$ cat src/rtl/btn_press_counter.sv
// Debounced push-button press counter.
// A raw active-low button is synchronized, debounced by a four-state FSM, and
// each confirmed press advances a 4-bit wrapping count shown on the LEDs.
`timescale 1ns/1ps
module btn_press_counter #(
  parameter int unsigned DEBOUNCE_CYCLES = 120000
) (
  input  logic       clk,
  input  logic       rst_btn,
  input  logic       inc_btn,
  output logic [3:0] led,
  output logic       pressed
);

  localparam int unsigned CNT_W = (DEBOUNCE_CYCLES > 1) ? $clog2(DEBOUNCE_CYCLES) : 1;
  localparam logic [CNT_W-1:0] CNT_MAX = CNT_W'(DEBOUNCE_CYCLES - 1);
  localparam logic [CNT_W-1:0] CNT_ONE = CNT_W'(1);

  localparam logic [1:0] IDLE       = 2'd0;
  localparam logic [1:0] PRESS_WAIT = 2'd1;
  localparam logic [1:0] PRESSED    = 2'd2;
  localparam logic [1:0] REL_WAIT   = 2'd3;

  logic             sync_a;
  logic             btn_s;
  logic [1:0]       state_q, state_d;
  logic [CNT_W-1:0] cnt_q, cnt_d;
  logic [3:0]       led_q, led_d;
  logic             pressed_q, pressed_d;
  logic             inc;

  // Two-flop synchronizer; resets to the released (high) level.
  always_ff @(posedge clk or negedge rst_btn) begin
    if (!rst_btn) begin
      sync_a <= 1'b1;
      btn_s  <= 1'b1;
    end else begin
      sync_a <= inc_btn;
      btn_s  <= sync_a;
    end
  end

  // Debounce FSM next state, counter and press strobe.
  always_comb begin
    state_d = IDLE;
    cnt_d   = '0;
    inc     = 1'b0;
    case (state_q)
      IDLE: begin
        if (!btn_s) begin
          state_d = PRESS_WAIT;
          cnt_d   = CNT_ONE;
        end
      end
      PRESS_WAIT: begin
        if (btn_s) begin
          state_d = IDLE;
        end else if (cnt_q == CNT_MAX) begin
          state_d = PRESSED;
          inc     = 1'b1;
        end else begin
          state_d = PRESS_WAIT;
          cnt_d   = cnt_q + CNT_ONE;
        end
      end
      PRESSED: begin
        if (btn_s) begin
          state_d = REL_WAIT;
          cnt_d   = CNT_ONE;
        end else begin
          state_d = PRESSED;
        end
      end
      REL_WAIT: begin
        if (!btn_s) begin
          state_d = PRESSED;
        end else if (cnt_q == CNT_MAX) begin
          state_d = IDLE;
        end else begin
          state_d = REL_WAIT;
          cnt_d   = cnt_q + CNT_ONE;
        end
      end
      // Any unexpected encoding falls back to IDLE with a cleared counter.
      default: begin
        state_d = IDLE;
        cnt_d   = '0;
      end
    endcase
  end

  // Registered outputs follow the next state so they change on the transition edge.
  always_comb begin
    led_d     = inc ? led_q + 4'd1 : led_q;
    pressed_d = (state_d == PRESSED) || (state_d == REL_WAIT);
  end

  // State, counter and output registers.
  always_ff @(posedge clk or negedge rst_btn) begin
    if (!rst_btn) begin
      state_q   <= IDLE;
      cnt_q     <= '0;
      led_q     <= 4'h0;
      pressed_q <= 1'b0;
    end else begin
      state_q   <= state_d;
      cnt_q     <= cnt_d;
      led_q     <= led_d;
      pressed_q <= pressed_d;
    end
  end

  assign led     = led_q;
  assign pressed = pressed_q;

endmodule

$ cat config.mk
export PLATFORM = sky130hd
export DESIGN_NAME = btn_press_counter
export DESIGN_NICKNAME = d
export VERILOG_FILES = /design/src/rtl/btn_press_counter.sv
export SDC_FILE = /design/constraint.sdc
export NUM_CORES = 1
export LEC_CHECK = 0
export ABC_CLOCK_PERIOD_IN_PS = 3050
export CAP_MARGIN = 20
export CORE_MARGIN = 8
export CORE_UTILIZATION = 39
export CTS_BUF_LIST = sky130_fd_sc_hd__clkbuf_2
export DETAILED_ROUTE_END_ITERATION = 7
export DONT_BUFFER_PORTS = 1
export PLACE_DENSITY_LB_ADDON = 0.25
export SLEW_MARGIN = 20
export SYNTH_ARGS = -nofsm -noshare
export SYNTH_HDL_FRONTEND = slang
export SYNTH_SLANG_ARGS = --single-unit
$ cat constraint.sdc
create_clock -name clk -period 3.05 [get_ports clk]
set_input_delay 0.61 -clock clk [delete_from_list [all_inputs] [get_ports clk]]
set_output_delay 0.61 -clock clk [all_outputs]
set_load 0.02 [all_outputs]
# Word-level counts from Yosys, hierarchy flattened
# Index checks and enable logic that the tools add are counted.
dict set report op_classes {
  n_addsub 2
  n_mul 0
  div_mod_pow 0
  magnitude_cmp 0
  n_eq_ne 6
  n_shift 0
  mux 16
  bitwise_logic 0
  n_reduce_logical 2
}
# op n
set ops {}
lappend ops {{$pmux 17 s4} 1}
lappend ops {{$mux 17} 3}
lappend ops {{$add 17x1->17 const B} 1}
lappend ops {{$eq 17x17->1 const B} 1}
lappend ops {{$eq 2x2->1 const B} 4}
lappend ops {{$mux 2} 4}
lappend ops {{$pmux 2 s4} 1}
lappend ops {{$mux 1} 7}
lappend ops {{$add 4x1->4 const B} 1}
lappend ops {{$eq 2x1->1 const B} 1}
lappend ops {{$logic_not 2->1} 1}
lappend ops {{$logic_or 1x1->1} 1}
dict set report word_totals {
  regBits 26
  latchBits 0
  ram_bits 0
  mem_bits_ro 0
  in_bits 3
  n_memories 0
}

# Longest topological paths before layout
# Gate-level depths: netlist (run 1).
dict set report logic_depth {
  ltp_word 6
  depth_mapped 7
  ltp_nobuf 5
}

# Worst setup path before layout (run 1)
# No wires, ideal clock.
dict set report synth_path {
  path_type {register -> register}
  from {register cnt_q[9]}
  to {register led_q[1], in the netlist led[1]}
  setup_time_ps 125
  arrival_time_ps 1781
  t_required_ps 2925
  slack_ps 1144
  path_stages_with_launch 5
  path_buffers 0
  synth_period_minus_slack_ps 1906
  path_cell_list {dfrtp_1 or4_4 nor4_4 nand3_2 mux2_4}
}
dict set report synth_between {
  elab_chain_cells 4
}
# element line_no
set synth_rtl {}
lappend synth_rtl {{start: declaration} 27} ;# logic [CNT_W-1:0] cnt_q, cnt_d;
lappend synth_rtl {{start signal: assignment} 107} ;# cnt_q <= cnt_d;
lappend synth_rtl {{$eq 17x17->1} 58} ;# end else if (cnt_q == CNT_MAX) begin
lappend synth_rtl {{$mux 1} 58}
lappend synth_rtl {{$mux 1} 56} ;# if (btn_s) begin
lappend synth_rtl {{$mux 1} 48} ;# case (state_q)
lappend synth_rtl {{end signal: assignment} 108} ;# led_q <= led_d;
lappend synth_rtl {{end: declaration} 28} ;# logic [3:0] led_q, led_d;
# No other way between the ends.
# A chain may end at the register's enable or synchronous reset.

# Worst setup path in the final report (run 1)
dict set report layout_path {
  from {register cnt_q[9]}
  to {register cnt_q[12]}
}
dict set report layout_between {
  elab_chain_cells 4
  word_cells_on_any_way 6
  cone_classes {add/sub (1); eq/ne (1); mux (4)}
}
# element line_no
set layout_rtl {}
lappend layout_rtl {{$add 17x1->17 / $eq 17x17->1 (equally long branches)} n/a}
lappend layout_rtl {{$mux 17 *} {58, 77}}
lappend layout_rtl {{$mux 17 (on tied branches)} {75, 56}}
lappend layout_rtl {{$pmux 17 s4 *} 48}
lappend layout_rtl {{via cnt_d[12]} 27}
# Mark *: on every way through the listed nets, which the timed path passes. The rest lies on a longest branch.

==> results of run 1 <==
synthesized netlist by cell type (all sizes together):
master  count
mux2        1
a31o        1
or3b        1
buf         2
nand4b      1
ha          2
nand3       6
mux2i       2
dfrtp      24
nand2       4
nand4       8
dfstp       2
or4         2
xnor2      14
xor2        3
nor2       20
nor4        3
o21ai       1
nor3        3
inv         5
a21oi       3
or3         1
o21a        1
and3        1
final cells by class:
cell class	count	area share [%]
Timing Repair Buffer	1	1.57
Clock buffer	4	1.57
Multi-Input combinational cell	78	40.7
Sequential cell	26	51.4
Inverter	5	1.48
Tap cell	33	3.25
worst max-delay path, cell delays in order, from the launching register on:
cell and delay (ns):
dfrtp_1 0.47, or4_4 0.56, nor4_4 0.43, or3b_1 0.52, nor2_1 0.11
how the worst min path moves through the flow:
stage	end	slack, ns	cells after the start
3_5_place_dp	cnt_q[15]	0.32	0
3_3_place_gp	cnt_q[15]	0.32	0
5_1_grt	cnt_q[15]	0.003	1
4_1_cts	cnt_q[15]	0.02	1
6_report	cnt_q[15]	0.03	1
2_1_floorplan	cnt_q[0]	0.31	0
report_power, final:
group          switching, mW  leakage, nW  internal [mW]
Combinational         0.0119        0.144        0.00604
Clock                 0.0950       0.0166         0.0346
Sequential           0.00403        0.352          0.350
metrics by stage:
stage | worst slack (ns) | hold WS [ns]
CTS | 0.802 | 0.0176
floorplan | 1.14 | 0.314
detailed placement | 0.850 | 0.316
global placement | 0.903 | 0.316
global route | 0.682 | 0.00269
finish | 0.842 | 0.0292
state kept, by name, summed over array words and instances, names as in the netlist:
register,count
btn_s,1
sync_a,1
cnt_q,17
state_q,2
led,4
pressed,1
cells by family after synthesis:
family / count (synthesis)
muxes: 3
buffers and inverters: 7
DFF: 26
xor gates and xnor gates: 17
and+or+nand+nor: 50
AOI/OAI and AO/OA: 6
adders and majority gates: 2
metal layers:
metal  up-vias  global-route usage [%]  part of all wire, %  wire [um]
met2        11                    13.8                   44        920
met4         0                    2.04                 0.48         10
met5         -                       0                    0          0
met1       400                    11.2                   50       1040
met3         2                    2.37                  4.6         96
li1        386                       -                    -          -
==> results.toml, run 1 <==
[setup_path]
cp-endpoint = "cnt_q[12]"
arrival_ns = 2.43
startpoint = "cnt_q[9]"
critical_path_class = "reg -> reg"
crit_path_start_kind = "register"
path_max_fanout = 16
r2r_cells = 4
reg2reg_slack_ns = 0.84
cp.required_ns = 3.27
rr_endpoint = "cnt_q[12]"
end_kind = "register"
r2r-start = "cnt_q[9]"

[timing]
worst_pin_slew_ns = 0.585
finalSetupTns_ns = 0
fmax_mhz = 453
finalMaxSlewViolations = 0
grt_setup_unrepaired = "no"
setup_viol = 0
max_slew_margin_pct = 60.6
period_share_pct = 72.4
fin_worst_skew_ns = 0.0190
fin_crit_ns = 2.21
hold_viol = 0

[clock_network]
cts_resized = 0
cts.htree.levels = 1
cts_setup_buffers = 0
root_buffer = "clkbuf_2"
clk_pin_slew_ns = 0.24
cts_hold_buf = 1
cts_tree = "done"
clk_path_buf_depth = 2
clock-sinks = 26
cts_buffers = 3
clock_latency_ns = 0.34

[detailed_routing]
wirelength_um = 2070
first_pass_iters = 2
drtIter0Drc = 14
drcViolationCount = 0
via_per_inst = 5.44
drtAntennaViolNets = 0
wl_per_cell_um = 14.1
routed-via-count = 799

[grt]
grt_pass1_wl_um = 3640
track_usage_pct = 8.63
antenna_found_initial = 0
grt.overflow.total = 0
grt_start_max_net_pins = 25
grt_pass1_vias = 811

[yosys]
ys_ff_latch = 26
yosys.area.top_type = "dfrtp_1"
synth_top_family_by_area = "simple AND/OR/NAND/NOR gates"
ys_types = 28
synth_compound_area_share_pct = 2.98
yosys.area_share.simple_pct = 22.4
synth_area_leaders = "dfrtp_1 (49%), xnor2_1 (10%), nor2_1 (6.2%), dfstp_2 (4.3%), nand4_1 (4.1%)"
synth_area_um2 = 1220
ys_warn_count = 0
ys_seq_area_share_pct = 53.7
syn_avg_cell_area_um2 = 11.0
synthMuxAreaShare_pct = 2.88
syn_inst = 111
synth_top_area_share_pct = 49.4
synth_adder_area_share_pct = 2.06
syn-num-nets = 116
synth_xor_area_share_pct = 12.2

[final_layout]
n_fill_cell = 294
multiInputGateArea_um2 = 518
seq_area_um2 = 653
design_area_um2 = 1270
finish.utilization_pct = 42.3
n_antenna_cell = 0
layout.nets = 120
final_cells = 147
area.growth.synth_to_final_pct = 4.53
mostFrequentLayoutCell = "dfrtp_1"
layout_common_cells = "dfrtp_1 (24), nor2_1 (20), xnor2_1 (14)"
drive_gt1_share_pct = 10.5

[place]
place_hpwl_um = 1460
gp_congestion = 0.771
placed_cells = 142
io_buffer_count = 0
place_area_um2 = 1230

[flow_run]
maxCapViolCount = 0

[die]
start_util_pct = 40.5
rows = 20
core_um2 = 3000
pin_count = 8
die_area_um2 = 5160
die_w_um = 71.8
die_h_um = 71.8

[pwr]
p_leak_nw = 0.513
powerDensity_nw_per_um2 = 395
peakVddDrop_mv = 0.226
power_mw = 0.502

[run_status]
status = "complete, no violations"

[worst_hold_path]
hp-class = "in -> async"
Power figures use the tool's default switching activity.
==> run 2, diff against run 1 <==
--- a/config.mk
+++ b/config.mk
@@ -5,7 +5,7 @@
 export SDC_FILE = /design/constraint.sdc
 export NUM_CORES = 1
 export LEC_CHECK = 0
-export ABC_CLOCK_PERIOD_IN_PS = 3050
+export ABC_CLOCK_PERIOD_IN_PS = 1800
 export CAP_MARGIN = 20
 export CORE_MARGIN = 8
 export CORE_UTILIZATION = 39
==> constraint.sdc (replaced) <==
create_clock -name clk -period 1.8 [get_ports clk]
set_input_delay 0.36 -clock clk [delete_from_list [all_inputs] [get_ports clk]]
set_output_delay 0.36 -clock clk [all_outputs]
set_load 0.02 [all_outputs]
==> run 2 against run 1 <==
Wire length grew 1.2%. Sequential power increased by 69%. Global-route usage increased by 0.53 points. Register-to-register slack worse by 0.79 ns. Setup slack lost 0.79 ns. Critical endpoint is now cnt_q[15]. Highest routed layer unchanged.
==> results.toml, run 2 (same netlist as run 1, synthesis figures left out) <==
[timing]
fin_crit_ns = 1.75
setup_viol = 0
worst_pin_slew_ns = 0.307
max_slew_margin_pct = 79.3
period_share_pct = 97.0
fin_worst_skew_ns = 0.00301
fmax_mhz = 573
finalMaxSlewViolations = 0
hold_viol = 0
holdWs_ns = 0.375
grt_setup_unrepaired = "yes"

[final_layout]
multiInputGateArea_um2 = 532
n_antenna_cell = 0
layout_common_cells = "dfrtp_1 (24), nor2_1 (20), xnor2_1 (14)"
mostFrequentLayoutCell = "dfrtp_1"
final_cells = 163
largest_register_ffs = 17
drive_gt1_share_pct = 21.5
seq_area_um2 = 653
area.growth.synth_to_final_pct = 16.9
regMostFlops = "cnt_q"
n_fill_cell = 287
layout.nets = 136

[pwr]
p_comb_share_pct = 5.0
switching_power_mw = 0.193
sw_frac_of_total_pct = 22.6
pwr-share-clk_pct = 24.7
powerDensity_nw_per_um2 = 600
peakVddDrop_mv = 0.447
p_leak_nw = 0.596
seq_power_share_pct = 70.3
internal_power_mw = 0.660

[detailed_routing]
via_per_inst = 5.17
wl_per_cell_um = 12.8
first_pass_iters = 2
wirelength_um = 2090
drcViolationCount = 0
drtIter0Drc = 27
drtAntennaViolNets = 0
routed-via-count = 843

[setup_path]
critical_path_class = "reg -> reg"
end_kind = "register"
worstPathCellList = "buf_4 > nand3_1 > or4_4 > or3_1 > a21oi_2"
arrival_ns = 2.04
slowest_delay_ns = 0.53
cp.required_ns = 2.09
crit_path_start_kind = "register"
path_max_fanout = 3
cpMaxStageDelayCell = "or4_4"

[die]
die_h_um = 71.8
die_area_um2 = 5160
rows = 20
start_util_pct = 40.5
pin_count = 8
die_w_um = 71.8
core_um2 = 3000

[place]
gp_congestion = 0.817
placed_cells = 155
io_buffer_count = 0
place_hpwl_um = 1530

[grt]
grt_pass1_vias = 817
track_usage_pct = 9.16
grt_start_max_net_pins = 27
antenna_found_initial = 0
grt_pass1_wl_um = 3770
grt.overflow.total = 0

[clock_network]
clk_path_buf_depth = 2
clock_latency_ns = 0.34
cts_tree = "done"
clk_pin_slew_ns = 0.22
cts_buffers = 3
cts.htree.levels = 1
root_buffer = "clkbuf_2"
clock-sinks = 26

[worst_hold_path]
hp-class = "reg -> reg"

[flow_run]
maxCapViolCount = 0

[run_status]
status = "complete, no violations"
[run 2: final timing paths]
check	from	endpoint	slack, ns	cells past startpoint
max	cnt_q[9]	cnt_q[15]	0.05	5
min	sync_a	btn_s	0.37	0
max reg2reg	cnt_q[9]	cnt_q[15]	0.05	5
min reg2reg	sync_a	btn_s	0.37	0
max in group asynchronous	rst_btn	btn_s	1.17	2
min in group asynchronous	rst_btn	led[2]	0.41	2
[run 2: routing by layer]
layer  GRT usage [%]  wire length, um  share of wire [%]
met2            13.6              952                 45
met3            2.23               46                2.2
met1            12.0             1070                 51
met4            4.76               26                1.2
met5               0                0                  0
[run 2: worst max-delay path, delay by kind of cell (launching register included)]
family	cells	cell delay, ns
simple gates	3	1.04
flops	1	0.40
compound gates	1	0.14
buf+inv	1	0.13
[run 2: stage by stage]
step           power, mW  instance area, um2  worst slack, ns  TNS (ns)  utilization (%)
4_1_cts            0.872                1400           0.0325         0             46.6
3_3_place_gp       0.633                1340           0.0944         0             44.7
3_5_place_dp       0.634                1340           0.0632         0             44.7
6_report           0.853                1420           0.0537         0             47.3
2_1_floorplan      0.628                1220           0.0118         0                -
5_1_grt            0.891                1420          -0.0503    -0.186             47.3
[run 2: area by class of cell]
type,count,share of cell area (%)
timing repair buffer,17,11.1
clock buffer,3,1.06
multi-input combinational,78,37.4
tap,33,2.90
sequential,26,46.0
clock inverter,1,0.264
inverter,5,1.32
[run 2: power groups by stage]
stage	combinational (mW)	sequential, mW	clock (mW)
after floorplan	0.0192	0.609	0
after global placement	0.0230	0.610	0
after detailed placement	0.0240	0.610	0
after CTS	0.0445	0.600	0.227
after global routing	0.0480	0.602	0.241
final	0.0427	0.600	0.210
[run 2: timing repair]
action / CTS / global route
setup endpoints to repair: 0 / 12
setup buffers: 0 / 1
gates resized for setup: 0 / 3
hold buffers: 3 / 0
endpoints found under the hold margin: 27 / 0
==> run 3, diff against run 2 <==
--- a/config.mk
+++ b/config.mk
@@ -5,7 +5,7 @@
 export SDC_FILE = /design/constraint.sdc
 export NUM_CORES = 1
 export LEC_CHECK = 0
-export ABC_CLOCK_PERIOD_IN_PS = 1800
+export ABC_CLOCK_PERIOD_IN_PS = 1700
 export CAP_MARGIN = 20
 export CORE_MARGIN = 8
 export CORE_UTILIZATION = 39
==> constraint.sdc (replaced) <==
create_clock -name clk -period 1.7 [get_ports clk]
set_input_delay 0.34 -clock clk [delete_from_list [all_inputs] [get_ports clk]]
set_output_delay 0.34 -clock clk [all_outputs]
set_load 0.02 [all_outputs]
==> run 3 against run 2 <==
The run now ends with setup timing left. Core utilization rose by 3.6 points. Sequential share of layout area decreased by 3.2 points. Count of clock-buffer cells in the layout is the same. Critical path depth is 1 lower. Setup slack got worse by 0.14 ns. Sequential power increased by 6.0%. Wire length grew 11%. Register-to-register slack lost 0.14 ns. Sequential cell count did not move. Critical endpoint is now led[1]. Largest cell class unchanged.
==> results.toml, run 3 (same netlist as run 1, synthesis figures left out) <==
[pwr]
p_leak_nw = 0.660
peakVddDrop_mv = 0.397
powerDensity_nw_per_um2 = 699

[timing]
grt_setup_unrepaired = "yes"
fin_crit_ns = 1.79
max_slew_margin_pct = 77.9
fmax_mhz = 559
fin_worst_skew_ns = 0.00121
worst_slack_ns = -0.0882
worst_pin_slew_ns = 0.329
finalMaxSlewViolations = 0
period_share_pct = 105
hold_viol = 0
setup_viol = 21

[final_layout]
final_cells = 173
regMostFlops = "cnt_q"
design_area_um2 = 1530
mostFrequentLayoutCell = "dfrtp_1"
largest_register_ffs = 17
layout_common_cells = "dfrtp_1 (24), buf_4 (23), nor2_1 (20)"
layout.nets = 146
area.growth.synth_to_final_pct = 25.7
n_antenna_cell = 0
drive_gt1_share_pct = 28.6
finish.utilization_pct = 50.9

[clock_network]
clk_pin_slew_ns = 0.23
cts.htree.levels = 1
cts_buffers = 3
root_buffer = "clkbuf_2"
clk_path_buf_depth = 2
cts_tree = "done"
clock-sinks = 26
clock_latency_ns = 0.34

[place]
placed_cells = 160
place_hpwl_um = 1710
gp_congestion = 0.780
place_area_um2 = 1380
io_buffer_count = 0

[die]
pin_count = 8
die_h_um = 71.8
core_um2 = 3000
start_util_pct = 40.5
die_area_um2 = 5160
rows = 20
die_w_um = 71.8

[worst_hold_path]
hold_depth = 0
min_from = "sync_a"
hold_end = "btn_s"
hp-class = "reg -> reg"

[detailed_routing]
via_per_inst = 5.34
routed-via-count = 924
wl_per_cell_um = 13.4
drcViolationCount = 0
wirelength_um = 2330
drtIter0Drc = 12
drtAntennaViolNets = 0
first_pass_iters = 4

[setup_path]
crit_path_start_kind = "register"
r2r_cells = 4
r2r-start = "cnt_q[13]"
end_kind = "register"
arrival_ns = 2.05
path_max_fanout = 4
reg2reg_slack_ns = -0.09
rr_endpoint = "led[1]"
critical_path_class = "reg -> reg"
cp.required_ns = 1.97

[grt]
grt_pass1_wl_um = 4090
grt_pass1_vias = 950
grt_start_max_net_pins = 27
antenna_found_initial = 0
track_usage_pct = 9.86
grt.overflow.total = 0

[run_status]
failed_checks = "setup timing"
status = "finished with violations"

[flow_run]
maxCapViolCount = 0
[run 3: cell count changes in the layout (fill, tap and decap cells not counted), sizes merged]
cell    change
buf        +10
bufinv      +1
clkinv      -1
[run 3: what timing repair did]
item	CTS	global route
pin swaps	4	4
resized for setup	2	3
endpoints found under the setup margin	21	22
hold endpoints to repair	27	0
buffers inserted	2	4
hold buffers	3	0
[run 3: worst max path at each step]
stage          startpoint      to  slack (ns)  cells after the start
2_1_floorplan   cnt_q[13]  led[1]       -0.08                      4
3_3_place_gp    cnt_q[13]  led[1]        0.01                      4
3_5_place_dp    cnt_q[13]  led[1]       -0.05                      4
4_1_cts         cnt_q[13]  led[1]       -0.09                      4
5_1_grt         cnt_q[13]  led[2]       -0.17                      5
6_report        cnt_q[13]  led[1]       -0.09                      4
[run 3: critical path, cell delays in order, from the launching register on]
cell	delay, ns
dfrtp_1	0.44
or4_4	0.55
nor4_4	0.25
nand3_2	0.15
mux2_4	0.32
[run 3: power by group]
| part | switching [mW] | internal (mW) | leakage, nW |
|---|---|---|---|
| logic | 0.0275 | 0.0235 | 0.282 |
| registers | 0.00712 | 0.628 | 0.352 |
| clock network | 0.179 | 0.203 | 0.0266 |
[run 3: metrics by stage]
| stage | setup WS [ns] | power (mW) | hold WS (ns) | TNS (ns) |
|---|---|---|---|---|
| after global routing | -0.167 | 1.11 | 0.351 | -2.39 |
| final | -0.0882 | 1.07 | 0.373 | -0.764 |
| after CTS | -0.0945 | 1.08 | 0.366 | -0.891 |
| after global placement | 0.0103 | 0.670 | 0.0455 | 0 |
| after detailed placement | -0.0548 | 0.672 | 0.0455 | -0.190 |
| after floorplan | -0.0788 | 0.665 | 0.0444 | -0.694 |
[run 3: routing by layer]
metal | global-route usage (%) | up-vias | part of all wire, %
li1 | - | 441 | -
met1 | 12.0 | 472 | 47
met2 | 16.0 | 7 | 50
met3 | 2.23 | 4 | 1.9
met4 | 4.76 | 0 | 1.5
met5 | 0 | - | 0
[run 3: cell type report]
type / count / area (um2)
Tap cell: 33 / 41.3
Fill cell: 268 / 1470
Inverter: 5 / 18.8
Clock inverter: 1 / 30.0
Sequential cell: 26 / 653
Multi-Input combinational cell: 78 / 538
Timing Repair Buffer: 27 / 233
Clock buffer: 3 / 15.0
